## src/rtl/ad4003_pkg.sv

```systemverilog
// ad4003_pkg: shared modes, frame lengths, default command bytes and FSM state type
package ad4003_pkg;
   localparam logic [1:0] MODE_IDLE = 2'b00;
   localparam logic [1:0] MODE_CFG  = 2'b10;
   localparam logic [1:0] MODE_READ = 2'b11;
   localparam logic [1:0] MODE_ACQ  = 2'b01;
   localparam int LEN_REG = 16;
   localparam int LEN_ACQ = 18;
   localparam logic [7:0] DEF_CFG_DATA = 8'h02;
   localparam logic [7:0] DEF_WR_CMD   = 8'h14;
   localparam logic [7:0] DEF_RD_CMD   = 8'h54;
   typedef enum logic [1:0] {IDLE, SHIFT, DONE} state_t;
endpackage

```

## src/rtl/ad4003_deserializer_if.sv

```systemverilog
// ad4003_deserializer_if: frame control, ADC serial pins and parallel results
interface ad4003_deserializer_if;
   logic        word_sync_n;
   logic        adc_start_conv;
   logic [1:0]  mode;
   logic        serial_data_a_p, serial_data_a_n;
   logic        serial_data_b_p, serial_data_b_n;
   logic        serial_clock_p, serial_clock_n;
   logic        serial_sdi_p, serial_sdi_n;
   logic [17:0] parallel_data_a, parallel_data_b;
   logic        adc_config_status;
   logic        serial_data_a_o, serial_data_b_o, serial_clock_o, serial_sdi_o;
   logic        cnt_77_lsb_o;
   modport master (
      input  word_sync_n, adc_start_conv, mode,
             serial_data_a_p, serial_data_a_n, serial_data_b_p, serial_data_b_n,
      output serial_clock_p, serial_clock_n, serial_sdi_p, serial_sdi_n,
             parallel_data_a, parallel_data_b, adc_config_status,
             serial_data_a_o, serial_data_b_o, serial_clock_o, serial_sdi_o, cnt_77_lsb_o
   );
   modport slave (
      output word_sync_n, adc_start_conv, mode,
             serial_data_a_p, serial_data_a_n, serial_data_b_p, serial_data_b_n,
      input  serial_clock_p, serial_clock_n, serial_sdi_p, serial_sdi_n,
             parallel_data_a, parallel_data_b, adc_config_status,
             serial_data_a_o, serial_data_b_o, serial_clock_o, serial_sdi_o, cnt_77_lsb_o
   );
endinterface

```

## src/rtl/ad4003_lane_shift.sv

```systemverilog
// ad4003_lane_shift: per-lane SDO shift register with snapshot of the completed word
module ad4003_lane_shift
   import ad4003_pkg::*;
(
   input  logic               clk,
   input  logic               rst,
   input  logic               sample,
   input  logic               load,
   input  logic               sdo,
   output logic [7:0]         tail,
   output logic [LEN_ACQ-1:0] snap_q
);
   logic [LEN_ACQ-1:0] shift_q, shift_d, snap_d;
   always_comb begin
      shift_d = sample ? {shift_q[LEN_ACQ-2:0], sdo} : shift_q;
      snap_d  = load ? shift_q : snap_q;
   end
   always_ff @(posedge clk or posedge rst)
      if (rst) begin
         shift_q <= '0;
         snap_q  <= '0;
      end else begin
         shift_q <= shift_d;
         snap_q  <= snap_d;
      end
   assign tail = shift_q[7:0];
endmodule

```

## src/rtl/ad4003_deserializer.sv

```systemverilog
// ad4003_deserializer: SPI master for two AD4003 ADCs sharing SCK/SDI;
// per frame writes config, reads it back, or captures one 18-bit sample per lane.
module ad4003_deserializer
   import ad4003_pkg::*;
#(
   parameter int         SCK_HALF = 1,
   parameter logic [7:0] CFG_DATA = DEF_CFG_DATA,
   parameter logic [7:0] WR_CMD   = DEF_WR_CMD,
   parameter logic [7:0] RD_CMD   = DEF_RD_CMD
) (
   input logic clk_100,
   input logic rst,
   ad4003_deserializer_if.master io
);
   localparam int DW = SCK_HALF > 1 ? $clog2(SCK_HALF) : 1;
   state_t          state_q, state_d;
   logic [1:0]      mode_q, mode_d;
   logic            ws_q, ws_d, sck_q, sck_d, sdi_q, sdi_d, status_q, status_d, hp_q, hp_d;
   logic [15:0]     sdi_sr_q, sdi_sr_d, seq;
   logic [DW-1:0]   div_q, div_d;
   logic [4:0]      bit_q, bit_d, len;
   logic            start, tick, fall, load;
   logic [7:0]      tail_a, tail_b;
   logic            unused_n;
   assign seq   = io.mode == MODE_READ ? {RD_CMD, 8'h00} : io.mode == MODE_CFG ? {WR_CMD, CFG_DATA} : 16'hFFFF;
   assign start = ws_q && !io.word_sync_n && !io.adc_start_conv && io.mode != MODE_IDLE;
   assign tick  = div_q == DW'(SCK_HALF - 1);
   assign fall  = state_q == SHIFT && tick && sck_q;
   assign load  = state_q == DONE && mode_q == MODE_ACQ;
   assign len   = mode_q == MODE_ACQ ? 5'(LEN_ACQ) : 5'(LEN_REG);
   always_comb begin
      state_d  = state_q;
      mode_d   = mode_q;
      ws_d     = io.word_sync_n;
      sck_d    = sck_q;
      sdi_d    = sdi_q;
      sdi_sr_d = sdi_sr_q;
      div_d    = div_q;
      bit_d    = bit_q;
      hp_d     = hp_q;
      status_d = status_q;
      case (state_q)
         IDLE: if (start) begin
            state_d  = SHIFT;
            mode_d   = io.mode;
            sck_d    = 1'b1;
            sdi_d    = seq[15];
            sdi_sr_d = {seq[14:0], 1'b1};
            div_d    = '0;
            bit_d    = '0;
            hp_d     = 1'b0;
            status_d = io.mode == MODE_CFG ? 1'b0 : status_q;
         end
         SHIFT: if (tick) begin
            div_d = '0;
            sck_d = ~sck_q;
            hp_d  = ~hp_q;
            // SDI advances and SDO is sampled on the SCK falling edge
            if (sck_q) begin
               bit_d    = bit_q + 5'd1;
               sdi_d    = sdi_sr_q[15];
               sdi_sr_d = {sdi_sr_q[14:0], 1'b1};
               state_d  = bit_q + 5'd1 == len ? DONE : SHIFT;
            end
         end else div_d = div_q + DW'(1);
         DONE: begin
            state_d  = IDLE;
            status_d = mode_q == MODE_READ ? (tail_a == CFG_DATA && tail_b == CFG_DATA) : status_q;
         end
         default: state_d = IDLE;
      endcase
   end
   always_ff @(posedge clk_100 or posedge rst)
      if (rst) begin
         state_q  <= IDLE;
         mode_q   <= MODE_IDLE;
         ws_q     <= 1'b0;
         sck_q    <= 1'b0;
         sdi_q    <= 1'b1;
         sdi_sr_q <= '1;
         div_q    <= '0;
         bit_q    <= '0;
         hp_q     <= 1'b0;
         status_q <= 1'b0;
      end else begin
         state_q  <= state_d;
         mode_q   <= mode_d;
         ws_q     <= ws_d;
         sck_q    <= sck_d;
         sdi_q    <= sdi_d;
         sdi_sr_q <= sdi_sr_d;
         div_q    <= div_d;
         bit_q    <= bit_d;
         hp_q     <= hp_d;
         status_q <= status_d;
      end
   ad4003_lane_shift u_lane_a (.clk(clk_100), .rst(rst), .sample(fall), .load(load),
      .sdo(io.serial_data_a_p), .tail(tail_a), .snap_q(io.parallel_data_a));
   ad4003_lane_shift u_lane_b (.clk(clk_100), .rst(rst), .sample(fall), .load(load),
      .sdo(io.serial_data_b_p), .tail(tail_b), .snap_q(io.parallel_data_b));
   assign unused_n             = &{1'b0, io.serial_data_a_n, io.serial_data_b_n};
   assign io.serial_clock_p    = sck_q;
   assign io.serial_clock_n    = ~sck_q;
   assign io.serial_sdi_p      = sdi_q;
   assign io.serial_sdi_n      = ~sdi_q;
   assign io.adc_config_status = status_q;
   assign io.serial_data_a_o   = io.serial_data_a_p;
   assign io.serial_data_b_o   = io.serial_data_b_p;
   assign io.serial_clock_o    = sck_q;
   assign io.serial_sdi_o      = sdi_q;
   assign io.cnt_77_lsb_o      = hp_q;
endmodule

```

## src/flat_wrapper.sv

```systemverilog
// flat-port wrapper written by rule: the top's interface ports become plain ports
module ad4003_deserializer_flat import ad4003_pkg::*;
#(
   parameter int         SCK_HALF = 1,
   parameter logic [7:0] CFG_DATA = DEF_CFG_DATA,
   parameter logic [7:0] WR_CMD   = DEF_WR_CMD,
   parameter logic [7:0] RD_CMD   = DEF_RD_CMD
)
  (clk_100, rst, io_word_sync_n, io_adc_start_conv, io_mode, io_serial_data_a_p, io_serial_data_a_n, io_serial_data_b_p, io_serial_data_b_n, io_serial_clock_p, io_serial_clock_n, io_serial_sdi_p, io_serial_sdi_n, io_parallel_data_a, io_parallel_data_b, io_adc_config_status, io_serial_data_a_o, io_serial_data_b_o, io_serial_clock_o, io_serial_sdi_o, io_cnt_77_lsb_o);
  ad4003_deserializer_if io_i ();
  input logic clk_100;
  input logic rst;
  input wire logic [$bits(io_i.word_sync_n)-1:0] io_word_sync_n;
  input wire logic [$bits(io_i.adc_start_conv)-1:0] io_adc_start_conv;
  input wire logic [$bits(io_i.mode)-1:0] io_mode;
  input wire logic [$bits(io_i.serial_data_a_p)-1:0] io_serial_data_a_p;
  input wire logic [$bits(io_i.serial_data_a_n)-1:0] io_serial_data_a_n;
  input wire logic [$bits(io_i.serial_data_b_p)-1:0] io_serial_data_b_p;
  input wire logic [$bits(io_i.serial_data_b_n)-1:0] io_serial_data_b_n;
  output wire logic [$bits(io_i.serial_clock_p)-1:0] io_serial_clock_p;
  output wire logic [$bits(io_i.serial_clock_n)-1:0] io_serial_clock_n;
  output wire logic [$bits(io_i.serial_sdi_p)-1:0] io_serial_sdi_p;
  output wire logic [$bits(io_i.serial_sdi_n)-1:0] io_serial_sdi_n;
  output wire logic [$bits(io_i.parallel_data_a)-1:0] io_parallel_data_a;
  output wire logic [$bits(io_i.parallel_data_b)-1:0] io_parallel_data_b;
  output wire logic [$bits(io_i.adc_config_status)-1:0] io_adc_config_status;
  output wire logic [$bits(io_i.serial_data_a_o)-1:0] io_serial_data_a_o;
  output wire logic [$bits(io_i.serial_data_b_o)-1:0] io_serial_data_b_o;
  output wire logic [$bits(io_i.serial_clock_o)-1:0] io_serial_clock_o;
  output wire logic [$bits(io_i.serial_sdi_o)-1:0] io_serial_sdi_o;
  output wire logic [$bits(io_i.cnt_77_lsb_o)-1:0] io_cnt_77_lsb_o;
  assign io_i.word_sync_n = io_word_sync_n;
  assign io_i.adc_start_conv = io_adc_start_conv;
  assign io_i.mode = io_mode;
  assign io_i.serial_data_a_p = io_serial_data_a_p;
  assign io_i.serial_data_a_n = io_serial_data_a_n;
  assign io_i.serial_data_b_p = io_serial_data_b_p;
  assign io_i.serial_data_b_n = io_serial_data_b_n;
  assign io_serial_clock_p = io_i.serial_clock_p;
  assign io_serial_clock_n = io_i.serial_clock_n;
  assign io_serial_sdi_p = io_i.serial_sdi_p;
  assign io_serial_sdi_n = io_i.serial_sdi_n;
  assign io_parallel_data_a = io_i.parallel_data_a;
  assign io_parallel_data_b = io_i.parallel_data_b;
  assign io_adc_config_status = io_i.adc_config_status;
  assign io_serial_data_a_o = io_i.serial_data_a_o;
  assign io_serial_data_b_o = io_i.serial_data_b_o;
  assign io_serial_clock_o = io_i.serial_clock_o;
  assign io_serial_sdi_o = io_i.serial_sdi_o;
  assign io_cnt_77_lsb_o = io_i.cnt_77_lsb_o;
  ad4003_deserializer #(.SCK_HALF(SCK_HALF), .CFG_DATA(CFG_DATA), .WR_CMD(WR_CMD), .RD_CMD(RD_CMD)) u_core (.clk_100(clk_100), .rst(rst), .io(io_i));
endmodule
```

## config.mk

```make
export PLATFORM = sky130hd
export DESIGN_NAME = ad4003_deserializer_flat
export DESIGN_NICKNAME = d
export VERILOG_FILES = /design/src/rtl/ad4003_pkg.sv /design/src/rtl/ad4003_deserializer_if.sv /design/src/rtl/ad4003_lane_shift.sv /design/src/rtl/ad4003_deserializer.sv /design/src/flat_wrapper.sv
export SDC_FILE = /design/constraint.sdc
export NUM_CORES = 1
export LEC_CHECK = 0
export BUFFER_PORTS_ARGS = -buffer_cell sky130_fd_sc_hd__buf_2
export CAP_MARGIN = 20
export CORE_AREA = 3 3 106 108
export DETAILED_ROUTE_END_ITERATION = 7
export DIE_AREA = 0 0 109 111
export SKIP_CTS_REPAIR_TIMING = 1
export SYNTH_ARGS = -nofsm -noshare
export SYNTH_HDL_FRONTEND = slang
export SYNTH_SLANG_ARGS = --single-unit
```

## constraint.sdc

```tcl
create_clock -name clk_100 -period 6.39 [get_ports clk_100]
set_input_delay 0.3195 -clock clk_100 [delete_from_list [all_inputs] [get_ports clk_100]]
set_output_delay 0.3195 -clock clk_100 [all_outputs]
set_load 0.02 [all_outputs]
```

== Word level (Yosys, flattened, before mapping) ==
Cells that the tools add are included.
Storage, ports and cells
  bits in registers: 103
  bits of input ports: 10
  output and inout port bits: 46
  logic and storage cells: 85
Operators by class
  add/sub/neg operators: 2
  eq/ne operators: 14
  muxes and demuxes: 32
  bitwise logic cells: 4
  reduce and logical (&&, ||, !) cells: 19
Operator list (number)
  16-bit two-way mux: 5
  16-bit case mux with 2 select lines: 1
  8-bit by 2-bit == test with 1-bit output, second input constant: 2
  5-bit two-way mux: 3
  1-bit two-way mux: 11
  2-bit two-way mux: 5
  1-bit case mux with 2 select lines: 5
  5-bit case mux with 2 select lines: 1
  2-bit == test, second input constant: 4
  4-bit AND reduction: 2
  1-bit logical AND: 7
  2-bit by 1-bit inequality test with 1-bit output, second input constant: 3
  3-bit AND reduction: 2
  2-bit nonzero test: 3
  5-bit by 1-bit adder with 5-bit output, second input constant: 1
  5-bit == test: 1
  2-bit by 1-bit == test with 1-bit output, second input constant: 2
  2-bit inequality test, second input constant: 2
  1-bit inverter: 4
  2-bit case mux with 2 select lines: 1
  2-bit AND reduction: 2
  1-bit logical NOT: 2
  2-bit logical NOT: 1
  1-bit adder, second input constant: 1

== Depth between registers and ports, before layout ==
Gate-level depths: netlist (run 1).
  depth in word-level cells: 7
  mapped depth: 7

== Modules after synthesis ==
A second synthesis (run 1) with hierarchy kept.
Second synthesis, totals
  cell total of the unflattened synthesis: 312
  area total of the unflattened synthesis: 4511.8 um^2
Modules (own cells, without submodules)
  ad4003_lane_shift: times used 2, cells each 85, area each 1507.7 um^2, seq. area each 900.9 um^2
  ad4003_deserializer: times used 1, cells each 142, area each 1496.4 um^2, seq. area each 745.7 um^2

== Worst setup path before layout (run 1) ==
OpenSTA, ideal clock, no wires.
  kind: input-to-reg
  start point: input io_word_sync_n
  end point: register u_core.bit_q[0]
  arrival: 1771 ps
  required time: 6265 ps
  setup slack: 4494 ps
  stages on the path: 6
  cells stage by stage: or3b_1 or3_4 a21o_1 buf_6 buf_12 mux2_2
Between the ends
  cells in the longest elaborated chain, start to end: 6
RTL lines
  from (decl): line flat_wrapper.sv:13  | input wire logic [$bits(io_i.word_sync_n)-1:0] io_word_sync_n;
  1-bit logical NOT: line ad4003_deserializer.sv:26  | assign start = ws_q && !io.word_sync_n && !io.adc_start_conv && io.mode != MODE_IDLE;
  1-bit logical AND (3 in a row): line ad4003_deserializer.sv:26
  2-bit by 1-bit inequality test with 1-bit output (no line)
  4-bit AND reduction (no line)
  to (signal assigned): line ad4003_deserializer.sv:93  | bit_q <= bit_d;
  to (decl): line ad4003_deserializer.sv:21  | logic [4:0] bit_q, bit_d, len;
Every way passes these cells.
A chain may end at the register's enable or synchronous reset.

== Worst setup path after layout (run 1) ==
  start point: register u_core.state_q[0]
  end point: register u_core.u_lane_b.snap_q[1]
Between the ends
  cells in the longest elaborated chain, start to end: 2
RTL lines
  from (decl): line ad4003_deserializer.sv:16  | state_t state_q, state_d;
  from (signal assigned): line ad4003_deserializer.sv:86  | state_q <= state_d;
  2-bit == test: line ad4003_deserializer.sv:29  | assign load = state_q == DONE && mode_q == MODE_ACQ;
  1-bit logical AND: line ad4003_deserializer.sv:29
  to (signal assigned): line ad4003_lane_shift.sv:24  | snap_q <= snap_d;
  to (decl): line ad4003_lane_shift.sv:11  | output logic [LEN_ACQ-1:0] snap_q
Every way passes these cells.

==> results.cfg, run 1 <==
[floorplanning]
io_pins = 56
rows = 37
fp.dieW_um = 109
dieHeight_um = 111
fp.dieArea_mm2 = 0.0121
core_area_mm2 = 0.0103
start_util_pct = 40.6

[global_routing]
grt_use_total_pct = 13.5
grt_max_degree = 77
grt_overflow = 0
grt_pass1_wl_mm = 13.1
antenna_found_initial = 0
grt_pass1_vias = 2621

[clock_tree]
clock_path_buffers = 2
clkTransAtPathRegs_ns = 0.11
clock_latency_ns = 0.37
cts_buffers = 9
cts_tree = built
root_buffer = clkbuf_8
cts_max_level = 3
clock_sinks = 101

[timing]
hold_violations = 0
fmax_ghz = 0.437
tightest_slew_ns = 0.935
max_slew_margin_pct = 37.7
finalCritPeriodShare_pct = 35.8
setup_slack_ns = 4.10
fin_setup_tns_ns = 0
grt_setup_unrepaired = false
period_needed_ns = 2.29
finalSetupViolCount = 0
drv_slew = 0
finalClockSkew_ns = 0.0122

[final_layout]
areaGrowthSynthToFinish_pct = 12.4
layout.nets = 416
diodes = 0
drive_gt1_share_pct = 35.9
fillers = 977

[place]
dpl.hpwl_mm = 4.73
numPortBuffers = 53
place.gp.congestion = 0.727
place_ws_ns = 4.06

[synthesis]
synth_nets = 373
yosysUniqueCellTypes = 36
syn_inst = 362
synthMostInstantiatedCell = nand2_1
syn-mean-instance-area_um2 = 11.6
synth-edff-count = 0
yosysWarnings = 0
netlist_area_mm2 = 0.00420
synth_top_area_share_pct = 50.7
synth_common_cells = nand2_1 (116), dfrtp_1 (85), mux2_2 (48), dfstp_2 (16)
synth-seq-cells = 101
seq_area_frac_synth_pct = 60.7
synthFlopType = dfrtp_1
synth.area.top_cells = dfrtp_1 (51%), mux2_2 (13%), nand2_1 (10%)
yosysTopAreaCell = dfrtp_1
synth-async-reset-ratio_pct = 100

[run_status]
status = finished, final reports clean

[route]
final_antenna_net_count = 0
first_pass_iters = 4
detail_route.wl_per_cell_um = 13.9
vias = 2642
via_per_inst = 4.84
drt-total-wl_mm = 7.56
drc_errors = 0
drt_iter0_markers = 103

[power]
power.density_mw_per_mm2 = 273
power.leakage_uw = 0.00243
peakVddDrop_mv = 0.162

[critical_path]
cp.required_ns = 6.64
critPathArrivalTime_ns = 2.54
rrSetupSlack_ns = 4.10
critical_path.max_fanout = 36
crit_type = reg -> reg
critPathCaptureType = register
worstSetupStartpointType = register

[run]
drv_cap = 0

[min_path]
holdCritPathClass = in -> reg
-- registers in the layout, summed over array words and instances (netlist names) --
register / count
u_core.bit_q: 5
u_core.mode_q: 2
u_core.u_lane_a.snap_q: 18
u_core.u_lane_b.snap_q: 18
u_core.io.cnt_77_lsb_o: 1
u_core.u_lane_b.shift_q: 18
u_core.io.serial_clock_o: 1
u_core.io.serial_sdi_o: 1
u_core.u_lane_a.shift_q: 18
u_core.state_q: 2
u_core.ws_q: 1
u_core.io.adc_config_status: 1
u_core.sdi_sr_q: 15
-- cell families after synthesis --
group | count (synthesis) | share of synthesized area (%)
AOI/OAI and AO/OA | 28 | 4.44
xor gates and xnor gates | 4 | 0.835
adders and majority gates | 1 | 0.298
buffers and inverters | 30 | 3.79
DFF | 101 | 60.7
muxes | 56 | 15.5
and+or+nand+nor | 142 | 14.4
-- critical path: stages, from the launching register on --
cell and delay [ns]:
dfrtp_1 0.53, inv_1 0.37, and3_2 0.84, mux2_2 0.42
-- stage by stage --
step | cell area (um^2) | util (%) | std cells | hold WS [ns] | total power [uW]
3_3_place_gp | 4510 | 43.7 | 529 | 0.307 | 902
2_1_floorplan | 4200 | - | 362 | 0.351 | 874
4_1_cts | 4710 | 45.6 | 545 | -0.100 | 1300
5_1_grt | 4720 | 45.7 | 546 | 0.0586 | 1370
3_5_place_dp | 4510 | 43.7 | 529 | 0.309 | 908
6_report | 4720 | 45.7 | 546 | 0.0686 | 1290
-- path summary, 6_finish.rpt --
| check | start | endpoint | cells past startpoint |
|---|---|---|---|
| worst max-delay path | u_core.state_q[0]$_DFFE_PP0P_ | u_core.u_lane_b.snap_q[1]$_DFFE_PP0P_ | 3 |
| worst min-delay path | io_word_sync_n | u_core.ws_q$_DFF_PP0_ | 1 |
| worst max register to register | u_core.state_q[0]$_DFFE_PP0P_ | u_core.u_lane_b.snap_q[1]$_DFFE_PP0P_ | 3 |
| max in group asynchronous | rst | u_core.io.cnt_77_lsb_o$_DFFE_PP0P_ | 4 |
| worst min register to register | u_core.io.cnt_77_lsb_o$_DFFE_PP0P_ | u_core.io.cnt_77_lsb_o$_DFFE_PP0P_ | 1 |
| min in group asynchronous | rst | u_core.u_lane_b.snap_q[11]$_DFFE_PP0P_ | 3 |
-- final cells by class --
class | instances | area (um^2) | share of cell area [%]
clock buffers | 9 | 124 | 2.63
clock inverters | 7 | 67.6 | 1.43
inverters | 6 | 25.0 | 0.531
multi-input cells | 231 | 1490 | 31.6
flip-flops and latches | 101 | 2550 | 54.0
well taps | 136 | 170 | 3.61
repair buffers | 56 | 290 | 6.16
-- power breakdown --
part	internal (uW)	switching, uW	leakage (uW)
logic	66.3	93.5	0.00107
clock network	151	243	0.0000989
registers	695	39.3	0.00126
total	912	376	0.00243
-- layout by cell type (no fill, tap or decap), types with 3 or more instances in the layout --
cell and n:
nand4_1 3, buf_2 53, nand2b_1 4, xnor2_1 3
o22ai_1 3, nor2_1 4, clkbuf_8 9, nand2_1 116
a21oi_1 5, o21ai_0 4, mux2_4 6, o21a_1 12
inv_1 5, mux2_2 48, nor4b_1 3, dfstp_2 16
dfrtp_1 85
-- layer usage --
metal  up-vias  GRT usage, %  wire [um]
met1      1325          18.6       3620
met3         8          3.09        199
li1       1273             -          -
met4         0          4.29        107
met2        36          21.2       3640
met5         -             0          0
No activity file was read; power rests on OpenSTA's default activity.
==> run 2: changes to the inputs <==
- clock period: 6.39 -> 2.16 ns (I/O delays scaled with it)
==> results.cfg, run 2 (synthesized netlist as in run 1, its figures left out) <==
[route]
final_antenna_net_count = 0
detail_route.wl_per_cell_um = 13.7
drc_errors = 0
routed.top_layer = met4
drt_iter0_markers = 134
met2WireLength_mm = 3.45
drt-total-wl_mm = 7.62
drt-met1-wl_mm = 3.76
vias = 2650
wl_met3_um = 259
first_pass_iters = 4
via_per_inst = 4.75

[timing]
max_slew_margin_pct = 65.6
hold_violations = 0
period_needed_ns = 1.95
finalClockSkew_ns = 0.0119
grt_setup_unrepaired = false
finalCritPeriodShare_pct = 90.2
finalSetupViolCount = 0
fin_setup_tns_ns = 0
fmax_ghz = 0.513
tightest_slew_ns = 0.514
drv_slew = 0

[global_routing]
grt_pass1_vias = 2635
grt_use_total_pct = 13.7
grt_max_degree = 47
grt_pass1_wl_mm = 13.2
grt_overflow = 0
antenna_found_initial = 0

[floorplanning]
core_area_mm2 = 0.0103
io_pins = 56
fp.dieArea_mm2 = 0.0121
start_util_pct = 40.6
rows = 37
fp.dieW_um = 109
dieHeight_um = 111

[power]
power.density_mw_per_mm2 = 805
power.leakage_uw = 0.00250
peakVddDrop_mv = 0.279

[critical_path]
reg2regPathDepth = 5
cp_num_buf_inv = 3
r2r-start = u_core.ws_q$_DFF_PP0_
crit_type = in -> reg
max_stage_delay_ns = 0.53
crit_start = io_word_sync_n
crit_path_top_delay_cell = dlygate4sd3_1
cp_top_family = buffers and inverters
crit_chain = dlygate4sd3_1 > buf_2 > or3b_1 > or3_4 > a21o_1 > buf_4 > mux2_4
crit_cells = 7
critPathArrivalTime_ns = 2.24
critPathCaptureType = register
cp.required_ns = 2.45
critical_path.max_fanout = 11
worstSetupStartpointType = input pin

[final_layout]
multiInputGateArea_mm2 = 0.00149
diodes = 0
drive_gt1_share_pct = 36.7
fillers = 968
seq_area_mm2 = 0.00255
layout.nets = 428
final_common_cell = nand2_1
final_cell_mix = nand2_1 (116), dfrtp_1 (85), buf_2 (53)
postLayoutCellArea_mm2 = 0.00488
areaGrowthSynthToFinish_pct = 16.2

[place]
numPortBuffers = 53
dpl.hpwl_mm = 4.98
place.gp.congestion = 0.749
place_area_mm2 = 0.00463

[clock_tree]
clkTransAtPathRegs_ns = 0.09
cts_max_level = 3
cts_tree = built
clock_latency_ns = 0.36
clock_path_buffers = 2
cts_buffers = 9
clock_sinks = 101
root_buffer = clkbuf_8

[min_path]
min_from = io_mode[0]
holdCritPathClass = in -> reg
hold_path_depth = 2

[run]
drv_cap = 0

[run_status]
status = finished, final reports clean
==> run 2: changes by cell type in the layout (fill, tap and decap cells not counted), moves of 2 or more <==
cell | before | now
clkinv_4 | 2 | 0
dlygate4sd3_1 | 1 | 4
clkinvlp_4 | 0 | 2
buf_12 | 0 | 4
buf_4 | 2 | 7
==> run 2: final timing paths <==
path,slack [ns],end
worst min register to register,0.48,u_core.u_lane_b.shift_q[17]$_DFFE_PP0P_
max in group asynchronous,1.23,u_core.io.serial_sdi_o$_DFFE_PP1P_
min in group asynchronous,0.31,u_core.u_lane_b.snap_q[0]$_DFFE_PP0P_
worst max register to register,0.32,u_core.sdi_sr_q[1]$_DFFE_PP1P_
worst max-delay path,0.21,u_core.sdi_sr_q[1]$_DFFE_PP1P_
worst min-delay path,0.04,u_core.mode_q[0]$_DFFE_PP0P_
==> run 2: layer usage <==
layer	vias to the layer above	track usage, %
li1	1296	-
met5	-	0
met4	0	6.57
met2	55	19.6
met3	10	1.86
met1	1289	20.3
==> run 2: layout make-up <==
type / count / share of cell area (%)
clock inverter: 5 / 1.31
timing repair buffer: 68 / 8.98
multi-input combinational: 231 / 30.6
tap: 136 / 3.49
clock buffer: 11 / 2.90
sequential: 101 / 52.2
inverter: 6 / 0.539
==> run 2: worst reg2reg max path, cell delays in order (launching register included) <==
cell     delay, ns
dfrtp_1       0.32
or3b_1        0.37
or3_4         0.41
a21o_1        0.18
buf_4         0.19
mux2_4        0.31
==> run 2: report_power, final <==
group / internal, uW / total [uW] / leakage [uW] / switching [uW]
Combinational: 229 / 519 / 0.00113 / 290
Sequential: 2060 / 2170 / 0.00126 / 112
Clock: 581 / 1240 / 0.000101 / 660
==> run 2: through the flow <==
stage	utilization (%)	setup slack, ns	total power (uW)	hold WS (ns)	cells
floorplan	-	0.321	2590	0.139	362
global placement	44.9	0.325	2710	0.176	538
detailed placement	44.9	0.316	2730	0.176	538
CTS	46.9	0.304	3990	-0.236	554
global route	47.3	0.150	4150	0.0364	558
finish	47.3	0.211	3930	0.0365	558
==> run 3: changes to the inputs <==
- SETUP_SLACK_MARGIN: default -> 0.5
==> results.cfg, run 3 (synthesized netlist as in run 1, its figures left out) <==
[run]
drv_cap = 0

[floorplanning]
core_area_mm2 = 0.0103
start_util_pct = 40.6
io_pins = 56
fp.dieArea_mm2 = 0.0121
dieHeight_um = 111
rows = 37
fp.dieW_um = 109

[route]
drt-total-wl_mm = 8.03
vias = 2711
detail_route.wl_per_cell_um = 14.3
first_pass_iters = 4
drc_errors = 0
final_antenna_net_count = 0
drt_iter0_markers = 118
via_per_inst = 4.84

[final_layout]
drive_gt1_share_pct = 37.5
final_cell_mix = nand2_1 (116), dfrtp_1 (85), buf_2 (53)
postLayoutCellArea_mm2 = 0.00492
diodes = 0
layout.nets = 430
final_common_cell = nand2_1
fin_util_pct = 47.7
areaGrowthSynthToFinish_pct = 17.3

[power]
power.total_uw = 3940
power.leakage_uw = 0.00252
power.density_mw_per_mm2 = 801
peakVddDrop_mv = 0.322

[critical_path]
critPathCaptureType = register
critPathArrivalTime_ns = 2.03
max_stage_delay_ns = 0.36
rrSetupSlack_ns = 0.38
crit_path_top_delay_cell = or3b_1
cp_num_buf_inv = 1
worstSetupStartpointType = register
r2r-start = u_core.ws_q$_DFF_PP0_
reg2regPathDepth = 5
crit_chain = or3b_1 > or3_4 > a21o_1 > buf_6 > mux2_2
crit_type = reg -> reg
critical_path.max_fanout = 10
crit_start = u_core.ws_q$_DFF_PP0_
r2r_end = u_core.bit_q[0]$_DFFE_PP0P_
cp.required_ns = 2.40
cp_top_family = simple AND/OR/NAND/NOR gates

[timing]
period_needed_ns = 1.78
grt_setup_unrepaired = true
max_slew_margin_pct = 46.4
finalSetupViolCount = 0
drv_slew = 0
tightest_slew_ns = 0.802
hold_violations = 0
setup_slack_ns = 0.377
finalCritPeriodShare_pct = 82.5
fmax_ghz = 0.561
fin_setup_tns_ns = 0
finalClockSkew_ns = 0.0143

[clock_tree]
clkTransAtPathRegs_ns = 0.10
clock_path_buffers = 2
cts_tree = built
cts_max_level = 3
root_buffer = clkbuf_8
clock_sinks = 101
clock_latency_ns = 0.36
cts_buffers = 9

[global_routing]
grt_use_total_pct = 14.1
grt_max_degree = 39
grt_pass1_wl_mm = 13.6
grt_pass1_vias = 2727
antenna_found_initial = 0
grt_overflow = 0

[min_path]
holdCritPathClass = in -> reg
min_from = io_mode[0]
holdPathEnd = u_core.mode_q[0]$_DFFE_PP0P_
hold_path_depth = 2

[place]
dpl.hpwl_mm = 5.15
place.gp.congestion = 0.748
place_ws_ns = 0.386
numPortBuffers = 53
place_area_mm2 = 0.00466

[run_status]
status = finished, final reports clean
[run 3: layer usage]
| metal | routed length [um] | vias to the layer above | track usage (%) |
|---|---|---|---|
| li1 | - | 1306 | - |
| met1 | 3750 | 1348 | 19.1 |
| met2 | 3850 | 45 | 21.9 |
| met3 | 294 | 12 | 2.85 |
| met4 | 140 | 0 | 5.56 |
| met5 | 0 | - | 0 |
[run 3: layout make-up]
class                      instances  area (um^2)
clock inverter                     6         68.8
multi-input combinational        231         1500
tap                              136          170
clock buffer                      10          138
sequential                       101         2550
timing repair buffer              70          473
inverter                           6         26.3
fill                             962         5400
[run 3: where the power goes]
| part | internal (uW) | switching, uW | leakage, uW | total [uW] |
|---|---|---|---|---|
| combinational | 241 | 295 | 0.00115 | 535 |
| clock | 576 | 663 | 0.000103 | 1240 |
| sequential | 2060 | 114 | 0.00126 | 2170 |
| total | 2870 | 1070 | 0.00252 | 3940 |
[run 3: worst max path at each step]
stage / endpoint / cells after the start
after floorplan: u_core.bit_q[0]$_DFFE_PP0P_ / 6
after global placement: u_core.sdi_sr_q[1]$_DFFE_PP1P_ / 5
after detailed placement: u_core.sdi_sr_q[3]$_DFFE_PP1P_ / 5
after CTS: u_core.bit_q[0]$_DFFE_PP0P_ / 5
after global routing: u_core.bit_q[0]$_DFFE_PP0P_ / 5
final: u_core.bit_q[0]$_DFFE_PP0P_ / 5
[run 3: stage by stage]
| step | hold WS [ns] | instances |
|---|---|---|
| floorplan | 0.139 | 362 |
| global placement | 0.231 | 539 |
| detailed placement | 0.236 | 539 |
| CTS | -0.155 | 555 |
| global route | 0.0141 | 560 |
| finish | 0.0200 | 560 |
